`config.mk`:
```
export PLATFORM = sky130hd
export DESIGN_NAME = if_fetch_flat
export DESIGN_NICKNAME = d
export VERILOG_FILES = /design/src/rtl/if_fetch_if.sv /design/src/rtl/if_fetch.sv /design/src/flat_wrapper.sv
export SDC_FILE = /design/constraint.sdc
export NUM_CORES = 1
export LEC_CHECK = 0
export CORE_UTILIZATION = 42
export CTS_CLUSTER_DIAMETER = 100
export DETAILED_ROUTE_END_ITERATION = 8
export GPL_ROUTABILITY_DRIVEN = 0
export PLACE_DENSITY = 0.75
export SYNTH_ARGS = -nofsm -noshare
export SYNTH_HDL_FRONTEND = slang
export SYNTH_SLANG_ARGS = --single-unit
```
`constraint.sdc`:
```
create_clock -name clk -period 2.45 [get_ports clk]
set_clock_uncertainty 0.15 [all_clocks]
set_input_delay 0.6125 -clock clk [delete_from_list [all_inputs] [get_ports clk]]
set_output_delay 0.6125 -clock clk [all_outputs]
set_load 0.03 [all_outputs]
```
`src/rtl/if_fetch_if.sv`:
```
// Instruction-memory request/response bus: one request per gnt, data returned on rvalid.
interface if_fetch_if;
  logic        req;
  logic [31:0] addr;
  logic        gnt;
  logic        rvalid;
  logic [31:0] rdata;

  modport master (output req, output addr, input gnt, input rvalid, input rdata);
  modport slave  (input req, input addr, output gnt, output rvalid, output rdata);
endinterface

```
`src/rtl/if_fetch.sv`:
```
// Instruction fetch with one outstanding imem request; instruction shows on if_valid the cycle after rvalid.
// Min 3 cycles per instruction; stall holds the presented instruction, redirect overrides everything.
module if_fetch #(
  parameter logic [31:0] RESET_PC = 32'h0000_0000
) (
  input  logic               clk,
  input  logic               rstn,
  input  logic               stall,
  input  logic               redirect,
  input  logic [31:0]        redirect_pc,
  if_fetch_if.master         imem,
  output logic               if_valid,
  output logic [31:0]        if_pc_current,
  output logic [31:0]        if_im_inst,
  output logic [31:0]        if_pc_next
);

  typedef enum logic [2:0] {
    IDLE = 3'd0,
    REQ  = 3'd1,
    WAIT = 3'd2,
    HOLD = 3'd3,
    DROP = 3'd4
  } state_t;

  state_t      state;
  state_t      state_nxt;
  logic [31:0] pc;
  logic [31:0] pc_nxt;
  logic        capture;
  logic [31:0] redir_pc;
  logic        unused_redir_bits;

  assign redir_pc          = {redirect_pc[31:2], 2'b00};
  assign unused_redir_bits = ^redirect_pc[1:0];
  assign imem.addr         = pc;

  always_comb begin
    state_nxt = state;
    pc_nxt    = pc;
    capture   = 1'b0;
    case (state)
      IDLE: state_nxt = REQ;
      REQ: begin
        if (imem.gnt) state_nxt = redirect ? DROP : WAIT;
      end
      WAIT: begin
        if (imem.rvalid) begin
          if (redirect) begin
            state_nxt = REQ;
          end else begin
            state_nxt = HOLD;
            capture   = 1'b1;
          end
        end else if (redirect) begin
          state_nxt = DROP;
        end
      end
      HOLD: begin
        if (redirect || !stall) state_nxt = REQ;
        if (!redirect && !stall) pc_nxt = pc + 32'd4;
      end
      // Draining a response whose request was superseded; rvalid frees the single slot.
      DROP: begin
        if (imem.rvalid) state_nxt = REQ;
      end
      default: state_nxt = IDLE;
    endcase
    if (redirect) pc_nxt = redir_pc;
  end

  always_ff @(posedge clk or negedge rstn) begin
    if (!rstn) begin
      state         <= IDLE;
      pc            <= {RESET_PC[31:2], 2'b00};
      imem.req      <= 1'b0;
      if_valid      <= 1'b0;
      if_pc_current <= 32'd0;
      if_im_inst    <= 32'd0;
      if_pc_next    <= 32'd0;
    end else begin
      state    <= state_nxt;
      pc       <= pc_nxt;
      imem.req <= (state_nxt == REQ);
      // HOLD is the only state in which a live instruction is presented.
      if_valid <= (state_nxt == HOLD);
      if (capture) begin
        if_pc_current <= pc;
        if_im_inst    <= imem.rdata;
        if_pc_next    <= pc + 32'd4;
      end
    end
  end

endmodule

```
`src/flat_wrapper.sv`:
```
// flat-port wrapper written by rule: the top's interface ports become plain ports
module if_fetch_flat 
#(
  parameter logic [31:0] RESET_PC = 32'h0000_0000
)
  (clk, rstn, stall, redirect, redirect_pc, if_valid, if_pc_current, if_im_inst, if_pc_next, imem_req, imem_addr, imem_gnt, imem_rvalid, imem_rdata);
  if_fetch_if imem_i ();
  input  logic clk;
  input  logic rstn;
  input  logic stall;
  input  logic redirect;
  input  logic [31:0] redirect_pc;
  output logic if_valid;
  output logic [31:0] if_pc_current;
  output logic [31:0] if_im_inst;
  output logic [31:0] if_pc_next;
  output wire logic [$bits(imem_i.req)-1:0] imem_req;
  output wire logic [$bits(imem_i.addr)-1:0] imem_addr;
  input wire logic [$bits(imem_i.gnt)-1:0] imem_gnt;
  input wire logic [$bits(imem_i.rvalid)-1:0] imem_rvalid;
  input wire logic [$bits(imem_i.rdata)-1:0] imem_rdata;
  assign imem_req = imem_i.req;
  assign imem_addr = imem_i.addr;
  assign imem_i.gnt = imem_gnt;
  assign imem_i.rvalid = imem_rvalid;
  assign imem_i.rdata = imem_rdata;
  if_fetch #(.RESET_PC(RESET_PC)) u_core (.clk(clk), .rstn(rstn), .stall(stall), .redirect(redirect), .redirect_pc(redirect_pc), .imem(imem_i), .if_valid(if_valid), .if_pc_current(if_pc_current), .if_im_inst(if_im_inst), .if_pc_next(if_pc_next));
endmodule
```
==> qor.txt, run 1 <==
Power Density = 1110 mW/mm²
Final Core Density = 65.0%
Status = finished clean
Yosys Warn Count = 0
DRT Pass-1 Iters = 5
Iter 0 DRT Violations = 360
Synth top area share = 52.7%
N_diodes = 0
Skew-Pair Late Insertion Delay = 0.41 ns
Via density = 5.23
Synth Flop Type = dfrtp_1
Top cells by count, synth = nand2_1 (228), dfrtp_1 (127), o21ai_0 (43), nor2_1 (35), clkbuf_1 (34)
Maximum buffer depth of the clock tree = 2
Kind of critical path = reg2out
Worst Hold Class = in2async
Relative slew margins = 59.4%
Synth Cell Area = 0.00603 mm²
Setup-failing EPs final = 0
Slew @ Worst Pin = 0.610 ns
Worst reg2reg endpoint = u_core.if_pc_next[22]$_DFFE_PN0P_
CTS tree = built
Reg2reg setup slack = 0.11 ns
Crit path DAT = 1.64 ns
Post-synthesis cell type count = 47
Design area = 0.00905 mm²
Minimum clock period = 2.40 ns
Final Total Pwr = 10.1 mW
Setup TNS = 0 ns
Vias in the first global route = 5518
Final wirelength = 17400 µm
Clock sinks = 127
Critical path origin = u_core.imem.addr[6]$_DFFE_PN0N_
Post-layout nets = 975
CTS HTree Levels = 4
Crit path capture type = output pin
Count leader, synth = nand2_1
Post-synthesis async set-or-reset flop share = 100%
Initial antenna violation count = 0
RSZ-0062 raised after global routing = no
Hold Fails Final Rpt = 0
Synth area leader = dfrtp_1
Critical Path Fanout Max = 10
Area contributors post-synth = dfrtp_1 (53%), nand2_1 (14%), o21ai_0 (3.6%)
Critical path required time = 1.69 ns
Pin count of the biggest net entering global routing = 64
DR vias = 5730
Fin crit share = 97.9%
Syn-to-layout area delta = 50.0%
Starting Density = 43.3%
Post-Syn Instances = 691
Leakage = 3.99 nW
Wire length per cell = 15.9 µm
Die height = 122 µm
Die area = 0.0149 mm²
Grt ovf = 0
Post-synth EDFFs = 0
Placed cell area = 0.00840 mm²
Gr usage total = 24.5%
CTS clk-pin slew, worst paths = 0.06 ns
Fillers = 1145
First-pass GRT wire length = 27800 µm
Core Rows = 43
Post-CTS Hold Buffers = 0
MaxCap Viol Count = 0
R2R cell count = 6
Final HPWL from detailed placement = 12300 µm
Layout cells sized above 1 = 10.9%
Worst vdd ir = 0.796 mV
Sequential-to-total area share from yosys stat = 52.7%
Routed Antenna Nets = 0
Post-route DRC = 0
Core Area = 0.0139 mm²
CP Launch Type = flop
Slew Viols, Final = 0
Yosys reg bits = 127
PortBufs = 191
Hold Worst Slack = 0.0420 ns
Syn_area_per_cell = 8.73 µm²
DIE WIDTH = 122 µm
Num CTS Buffers = 17
Fmax = 0.417 GHz
Io pins = 200
Root buffer cell = clkbuf_16
R2r startpoint = u_core.imem.addr[3]$_DFFE_PN0N_
==> cells in the final DEF, fill, tap and decap left out, drive strengths merged, types with 2 or more instances in the layout <==
master,n
bufinv,4
o211ai,2
or3b,2
nor2b,5
nor4,10
o41ai,5
nor3b,2
nor3,6
dlymetal6s2s,7
o31ai,14
and4,3
nand3,21
or4,19
o31a,2
clkinvlp,2
clkbuf,21
clkdlybuf4s50,181
conb,6
nor2,35
a31oi,30
xnor2,17
dfrtp,127
xor2,5
nand4,14
dlygate4sd2,2
or3,11
o21ai,43
nand2,228
nand2b,4
buf,60
and3,3
inv,6
clkinv,4
==> logic make-up (layout without fill, tap and decap cells) <==
kind of cell             Yosys count  after routing  synth area share (%)
other                              1              6                0.0621
multiplexers                       2              2                 0.352
flip-flops                       127            127                  52.7
buffers and inverters             67            287                  5.18
adder cells (fa/ha/maj)            1              1                 0.207
AND/OR/NAND/NOR                  370            370                  28.0
AO/OA/AOI/OAI                    101            101                  10.4
XOR/XNOR                          22             22                  3.19
==> through the flow <==
stage               setup slack, ns  instances
global placement             -0.234       1065
detailed placement           -0.308       1065
floorplan                    0.0107        696
finish                       0.0517       1096
global route                0.00453       1096
CTS                          0.0178       1096
==> power by group <==
part / total [mW] / leakage, nW / internal (mW) / switching (mW)
Combinational: 4.11 / 2.08 / 1.71 / 2.40
Sequential: 3.26 / 1.60 / 2.81 / 0.449
Clock: 2.71 / 0.311 / 1.80 / 0.908
Total: 10.1 / 3.99 / 6.32 / 3.76
==> routing by layer <==
metal | GRT usage (%) | share of wire, %
met5 | 0 | 0
met4 | 7.25 | 1.2
met3 | 6.84 | 8.2
met2 | 39.1 | 46
met1 | 32.3 | 44
==> worst max-delay path: stages (launching register included) <==
cell	delay, ns
dfrtp_1	0.34
buf_4	0.19
clkdlybuf4s50_1	0.69
==> how the worst max path moves through the flow <==
stage / to / slack, ns
after CTS: imem_addr[5] / 0.02
after floorplan: u_core.imem.addr[29]$_DFFE_PN0N_ / 0.01
after global routing: imem_addr[4] / 0.005
after detailed placement: u_core.if_pc_next[4]$_DFFE_PN0P_ / -0.31
after global placement: u_core.if_pc_next[4]$_DFFE_PN0P_ / -0.23
final: imem_addr[6] / 0.05
==> sequential cells by signal, summed over array words and instances (netlist names) <==
| register | cells |
|---|---|
| u_core.if_pc_next | 30 |
| u_core.if_im_inst | 32 |
| u_core.state | 3 |
| u_core.imem.addr | 30 |
| u_core.imem.req | 1 |
| u_core.if_valid | 1 |
| u_core.if_pc_current | 30 |
==> layout make-up <==
| class | count | area [µm²] | share of cell area (%) |
|---|---|---|---|
| flip-flops and latches | 127 | 3180 | 35.1 |
| multi-input cells | 502 | 2580 | 28.5 |
| repair buffers | 250 | 2410 | 26.6 |
| clock buffers | 21 | 480 | 5.31 |
| well taps | 180 | 225 | 2.49 |
| clock inverters | 10 | 159 | 1.76 |
| inverters | 6 | 22.5 | 0.249 |
==> timing repair <==
item	in CTS	in global routing
buffers inserted	0	0
resized for setup	2	7
setup endpoints to repair	2	7
pin swaps	0	0
Note: power is estimated with default switching activity, not from simulation.
==> run 2: changes to the inputs <==
--- a/config.mk
+++ b/config.mk
@@ -5,11 +5,12 @@
 export SDC_FILE = /design/constraint.sdc
 export NUM_CORES = 1
 export LEC_CHECK = 0
-export CORE_UTILIZATION = 42
+export CORE_UTILIZATION = 57
 export CTS_CLUSTER_DIAMETER = 100
 export DETAILED_ROUTE_END_ITERATION = 8
+export DONT_BUFFER_PORTS = 1
 export GPL_ROUTABILITY_DRIVEN = 0
-export PLACE_DENSITY = 0.75
+export PLACE_DENSITY = 0.73
 export SYNTH_ARGS = -nofsm -noshare
 export SYNTH_HDL_FRONTEND = slang
 export SYNTH_SLANG_ARGS = --single-unit
==> run 2 against run 1 <==
Effect of this change:
- the flow now finishes with violations (hold timing)
- worst setup slack improved by 0.12 ns
- via count decreased by 10%
- critical path depth increased by 4
- worst hold slack got worse by 0.40 ns
- sequential share of layout area increased by 11 points
- die area decreased by 26%
- highest routed layer unchanged
==> qor.txt, run 2 (synthesis results as in run 1) <==
Core Rows = 37 (-14%)
Critical Path Fanout Max = 17 (+7)
Failing checks = hold timing
Final wirelength = 15600 µm (-9.9%)
Layout cells sized above 1 = 12.9% (+2.0 points)
Maximum buffer depth of the clock tree = 2 (unchanged)
CP Launch Type = flop
CTS HTree Levels = 4 (unchanged)
Post-layout nets = 781 (-20%)
Post-route DRC = 0 (unchanged)
Crit path DAT = 2.56 ns (+0.92 ns)
First-pass GRT wire length = 25800 µm (-7.1%)
CTS tree = built
CTS clk-pin slew, worst paths = 0.06 ns (about the same)
RSZ-0062 raised after global routing = no
Delay-heaviest family, CP = simple AND/OR/NAND/NOR gates
Setup WS pre-CTS = 0.107 ns (+0.415 ns)
Sw power = 3.46 mW (-8.0%)
Setup ws final = 0.168 ns (+0.117 ns)
Critical path required time = 2.73 ns (+1.04 ns)
Power Density = 1190 mW/mm² (+7.1%)
Setup TNS = 0 ns (unchanged)
DRT Pass-1 Iters = 7 (+2)
Fillers = 849 (-26%)
Via density = 5.99 (+15%)
Top reg by flops = u_core.if_im_inst
Gate power share = 14.4% (-26 points)
Slew Viols, Final = 0 (unchanged)
Commonest non-fill, non-tap cells in the layout = nand2_1 (228), dfrtp_1 (123), buf_4 (55), o21ai_0 (43), nor2_1 (35)
Worst reg2reg endpoint = u_core.if_pc_next[30]$_DFFE_PN0P_
Number of flip-flops in the largest register = 32 (unchanged)
Relative slew margins = 62.9% (+3.5 points)
MaxCap Viol Count = 0 (unchanged)
DIE WIDTH = 105 µm (-14%)
Setup-failing EPs final = 0 (unchanged)
Num CTS Buffers = 17 (unchanged)
Register area = 0.00318 mm² (about the same)
Leakage = 3.15 nW (-21%)
Crit path capture type = flop
Iter 0 DRT Violations = 327 (-9.2%)
Starting Density = 58.7% (+15 points)
Syn-to-layout area delta = 15.1%
Most common cell after layout, fill and taps aside = nand2_1
Buf/Inv on CP = 1 (-1)
Slew @ Worst Pin = 0.552 ns (-0.0579 ns)
Gr usage total = 30.2% (+5.7 points)
Fmax = 0.438 GHz (+5.1%)
PortBufs = 0 (-100%)
Vias in the first global route = 5204 (-5.7%)
DR vias = 5134 (-10%)
Pin count of the biggest net entering global routing = 128 (+100%)
Worst Hold Class = in2async
P_int = 4.83 mW (-24%)
Worst vdd ir = 0.659 mV (-17%)
Die area = 0.0110 mm² (-26%)
Flop pwr share = 56.4% (+24 points)
Grt ovf = 0 (unchanged)
Max stage delay on crit path = 0.51 ns (-0.18 ns)
Reg2reg setup slack = 0.17 ns (+0.06 ns)
Clock power share = 29.2% (+2.3 points)
Root buffer cell = clkbuf_8
R2r startpoint = u_core.imem.addr[3]$_DFFE_PN0N_
Clock sinks = 127 (unchanged)
R2R cell count = 6 (unchanged)
CP Cell Sequence = ha_1, nand4_1, or4_4, buf_4, or4_1, a31oi_1
N_diodes = 0 (unchanged)
Multi-input logic area = 0.00258 mm² (+0.15%)
Slowest CP cell = or4_1
Wire length per cell = 18.3 µm (+15%)
Routed Antenna Nets = 0 (unchanged)
Hold Fails Final Rpt = 127 (+127)
Kind of critical path = reg2reg
Final HPWL from detailed placement = 10700 µm (-13%)
Minimum clock period = 2.28 ns (-0.117 ns)
Hold Worst Slack = -0.358 ns (-0.400 ns)
Status = finished, violations left
Core Area = 0.0103 mm² (-26%)
Fin crit share = 93.1% (-4.8 points)
Switching part of the total = 41.7% (+4.4 points)
Initial antenna violation count = 0 (unchanged)
Skew-Pair Late Insertion Delay = 0.52 ns (+0.11 ns)
Die height = 105 µm (-14%)
Io pins = 200 (unchanged)
[run 2: cell types whose count changed in the layout (fill, tap and decap cells not counted), moves of 2 or more]
cell             previous run  this run
buf_12                      3         1
clkbuf_1                    0         5
clkbuf_8                    4         2
clkdlybuf4s50_1           181         0
dfrtp_1                   125       123
dfrtp_2                     2         4
dlygate4sd2_1               2         0
dlymetal6s2s_1              7         0
[run 2: worst max-delay path by stage]
stage                                     startpoint                                end  slack (ns)  cells past startpoint
finish               u_core.imem.addr[3]$_DFFE_PN0N_  u_core.if_pc_next[30]$_DFFE_PN0P_        0.17                      6
global route         u_core.imem.addr[2]$_DFFE_PN0N_  u_core.if_pc_next[30]$_DFFE_PN0P_        0.02                      6
CTS                 u_core.imem.addr[15]$_DFFE_PN0N_  u_core.if_pc_next[30]$_DFFE_PN0P_        0.11                      5
detailed placement                          redirect  u_core.if_pc_next[23]$_DFFE_PN0P_        0.11                      7
global placement                            redirect  u_core.if_pc_next[17]$_DFFE_PN0P_        0.14                      5
floorplan           u_core.imem.addr[12]$_DFFE_PN0N_   u_core.imem.addr[29]$_DFFE_PN0N_        0.01                      7
[run 2: per-layer routing]
metal | part of all wire [%] | track usage [%] | vias up
met4 | 1.7 | 10.6 | 0
met5 | 0 | 0 | -
met3 | 8.6 | 9.73 | 27
met2 | 49 | 49.5 | 221
li1 | - | - | 2389
met1 | 41 | 37.5 | 2497
[run 2: final cells by class]
| class | count | area share, % |
|---|---|---|
| timing repair buffer | 56 | 6.23 |
| multi-input combinational | 502 | 37.1 |
| sequential | 127 | 45.8 |
| tap | 136 | 2.45 |
| clock buffer | 23 | 6.43 |
| inverter | 6 | 0.324 |
| clock inverter | 7 | 1.62 |
[run 2: power by group through the flow]
stage	Sequential (mW)	Clock [mW]	Combinational, mW
after floorplan	4.64	0	0.831
after global placement	4.69	0	1.13
after detailed placement	4.71	0	1.19
after CTS	4.68	2.45	1.20
after global routing	4.77	2.54	1.38
final	4.68	2.42	1.19
[run 2: what timing repair did]
item,in CTS,in global routing
hold endpoints to repair,127,127
buffers inserted,0,1
resized for setup,0,3
endpoints found under the setup margin,0,1
[run 2: per-stage QoR]
| step | hold slack, ns | std cells | utilization [%] | area (µm²) | total power, mW |
|---|---|---|---|---|---|
| final | -0.358 | 857 | 67.6 | 6950 | 8.29 |
| after detailed placement | 0.170 | 826 | 62.0 | 6370 | 5.90 |
| after floorplan | 0.167 | 696 | - | 6060 | 5.47 |
| after CTS | -0.376 | 856 | 67.5 | 6930 | 8.33 |
| after global routing | -0.388 | 857 | 67.6 | 6950 | 8.68 |
| after global placement | 0.170 | 826 | 62.0 | 6370 | 5.81 |
==> run 3: changes to the inputs <==
--- a/config.mk
+++ b/config.mk
@@ -6,11 +6,12 @@
 export NUM_CORES = 1
 export LEC_CHECK = 0
 export CORE_UTILIZATION = 57
+export CTS_BUF_LIST = sky130_fd_sc_hd__clkbuf_2
 export CTS_CLUSTER_DIAMETER = 100
 export DETAILED_ROUTE_END_ITERATION = 8
 export DONT_BUFFER_PORTS = 1
 export GPL_ROUTABILITY_DRIVEN = 0
-export PLACE_DENSITY = 0.73
+export PLACE_DENSITY = 0.72
 export SYNTH_ARGS = -nofsm -noshare
 export SYNTH_HDL_FRONTEND = slang
 export SYNTH_SLANG_ARGS = --single-unit
==> constraint.sdc (replaced) <==
create_clock -name clk -period 2.8 [get_ports clk]
set_clock_uncertainty 0.15 [all_clocks]
set_input_delay 0.7 -clock clk [delete_from_list [all_inputs] [get_ports clk]]
set_output_delay 0.7 -clock clk [all_outputs]
set_load 0.03 [all_outputs]
==> run 3 against run 2 <==
Effect of this change:
- the flow still finishes with violations (hold timing)
- largest cell class unchanged
- global-route usage rose by 0.59 points
- via count rose by 4.0%
- die area stayed put
- design area up 2.1%
- sequential cell count unchanged
- non-clock buffer count grew 48
- largest power group unchanged
- sequential share of layout area is 1.0 points lower
- final cell count up 5.6%
- register-to-register slack improved by 0.05 ns
==> qor.txt, run 3 (synthesis results as in run 1) <==
Top reg by flops = u_core.if_im_inst
First-pass GRT wire length = 26500 µm (+2.5%)
MaxCap Viol Count = 0 (unchanged)
Final Total Pwr = 6.24 mW (-25%)
Core Rows = 37 (unchanged)
DIE WIDTH = 105 µm (unchanged)
Met3 Use GR = 8.92% (-0.81 points)
Status = finished, violations left
Setup TNS = 0 ns (unchanged)
Gr busiest metal = met2
Pin count of the biggest net entering global routing = 128 (unchanged)
Via density = 5.90 (-1.5%)
Slew Viols, Final = 0 (unchanged)
Post-route DRC = 0 (unchanged)
Core Area = 0.0103 mm² (unchanged)
Setup-failing EPs final = 0 (unchanged)
Buf/Inv on CP = 0 (-1)
Worst vdd ir = 0.532 mV (-19%)
CP Cell Sequence = ha_1, nand4_1, or4_1, or4_1, a31oi_1
Io pins = 200 (unchanged)
Post-CTS resize count = 0 (unchanged)
Iter 0 DRT Violations = 386 (+18%)
DRT Pass-1 Iters = 5 (-2)
Critical path required time = 3.22 ns (+0.49 ns)
Final Core Density = 69.0% (+1.4 points)
Minimum clock period = 2.58 ns (+0.295 ns)
Skew-Pair Late Insertion Delay = 0.67 ns (+0.15 ns)
Starting Density = 58.7% (unchanged)
Clock sinks = 127 (unchanged)
Layout cells sized above 1 = 9.64% (-3.3 points)
Final wirelength = 16100 µm (+2.9%)
Number of flip-flops in the largest register = 32 (unchanged)
Vias in the first global route = 5297 (+1.8%)
Post-layout nets = 829 (+6.1%)
Worst reg2reg endpoint = u_core.if_pc_next[30]$_DFFE_PN0P_
CTS tree = built
Kind of critical path = reg2reg
R2r startpoint = u_core.imem.addr[3]$_DFFE_PN0N_
Crit-path most repeated cell = or4_1
Initial antenna violation count = 1 (+1)
CTS clk-pin slew, worst paths = 0.18 ns (+0.12 ns)
Root buffer cell = clkbuf_2
Gr usage total = 30.7% (+0.59 points)
Commonest non-fill, non-tap cells in the layout = nand2_1 (228), dfrtp_1 (127), dlygate4sd3_1 (63), o21ai_0 (43), buf_4 (40)
Routing usage on met2 = 51.0% (+1.5 points)
Most common cell after layout, fill and taps aside = nand2_1
Final HPWL from detailed placement = 10600 µm (-0.56%)
Fin crit share = 92.0% (-1.1 points)
R2R cell count = 5 (-1)
Hold Fails Final Rpt = 127 (unchanged)
CTS HTree Levels = 4 (unchanged)
Max stage delay on crit path = 0.70 ns (+0.19 ns)
Crit path DAT = 3.00 ns (+0.44 ns)
Power Density = 880 mW/mm² (-26%)
Leakage = 3.20 nW (+1.6%)
Routed Antenna Nets = 0 (unchanged)
DR vias = 5341 (+4.0%)
Fmax = 0.388 GHz (-11%)
Slowest CP cell = or4_1
PortBufs = 0 (unchanged)
Syn-to-layout area delta = 17.6%
Num CTS Buffers = 17 (unchanged)
Critical Path Fanout Max = 17 (unchanged)
Failing checks = hold timing
Slew @ Worst Pin = 0.957 ns (+0.406 ns)
Maximum buffer depth of the clock tree = 2 (unchanged)
Grt ovf = 0 (unchanged)
CP Launch Type = flop
Hold Worst Slack = -0.454 ns (-0.0963 ns)
Crit path capture type = flop
Worst Hold Class = in2async
Delay-heaviest family, CP = simple AND/OR/NAND/NOR gates
Global Route met1 Usage = 39.0% (+1.5 points)
Reg2reg setup slack = 0.22 ns (+0.05 ns)
Relative slew margins = 36.0% (-27 points)
Die area = 0.0110 mm² (unchanged)
Wire length per cell = 17.8 µm (-2.5%)
Die height = 105 µm (unchanged)
RSZ-0062 raised after global routing = no
==> run 3: cell types whose count changed in the layout (fill, tap and decap cells not counted), moves of 2 or more <==
| cell | previous run | this run |
|---|---|---|
| buf_4 | 55 | 40 |
| clkinv_1 | 0 | 3 |
| dlygate4sd3_1 | 0 | 63 |
| dfrtp_1 | 123 | 127 |
| clkbuf_1 | 5 | 0 |
| clkbuf_8 | 2 | 0 |
| dfrtp_2 | 4 | 0 |
| clkbuf_2 | 0 | 19 |
| clkbuf_16 | 16 | 0 |
==> run 3: worst max path at each step <==
stage                                     from                                end  slack (ns)  depth (start not counted)
2_1_floorplan  u_core.imem.addr[2]$_DFFE_PN0N_  u_core.if_pc_next[30]$_DFFE_PN0P_        0.25                          6
3_3_place_gp                          redirect  u_core.if_pc_next[19]$_DFFE_PN0P_        0.36                          4
3_5_place_dp   u_core.imem.addr[3]$_DFFE_PN0N_   u_core.imem.addr[28]$_DFFE_PN0N_        0.33                          5
4_1_cts        u_core.imem.addr[3]$_DFFE_PN0N_  u_core.if_pc_next[30]$_DFFE_PN0P_        0.21                          5
5_1_grt        u_core.imem.addr[2]$_DFFE_PN0N_  u_core.if_pc_next[30]$_DFFE_PN0P_        0.08                          5
6_report       u_core.imem.addr[3]$_DFFE_PN0N_  u_core.if_pc_next[30]$_DFFE_PN0P_        0.22                          5
==> run 3: where the power goes <==
part           switching, mW  internal (mW)
Clock                  0.645          0.386
Combinational          0.666          0.459
Sequential              1.65           2.43
==> run 3: layout make-up <==
class / count / area, µm²
Clock inverter: 10 / 98.8
Fill cell: 810 / 3180
Tap cell: 136 / 170
Antenna cell: 1 / 2.50
Multi-Input combinational cell: 502 / 2580
Inverter: 6 / 22.5
Clock buffer: 19 / 95.1
Sequential cell: 127 / 3180
Timing Repair Buffer: 104 / 951
==> run 3: worst reg2reg max path, cell delays in order (launching register included) <==
cell and delay [ns]:
dfrtp_1 0.39, ha_1 0.25, nand4_1 0.18, or4_1 0.70, or4_1 0.60, a31oi_1 0.22
==> run 3: what timing repair did <==
action | in CTS | in global routing
endpoints found under the hold margin | 191 | 129
hold buffers | 61 | 2
buffers inserted | 0 | 0
==> run 3: through the flow <==
step,cells,instance area (µm²),setup WS [ns]
floorplan,696,6050,0.248
global placement,812,6270,0.359
detailed placement,812,6270,0.328
CTS,902,7070,0.207
global route,905,7090,0.0799
finish,905,7090,0.223
==> run 3: metal layers <==
metal | up-vias | routed length [µm]
li1 | 2489 | -
met1 | 2592 | 6570
met2 | 236 | 7890
met3 | 24 | 1380
met4 | 0 | 269
met5 | - | 0
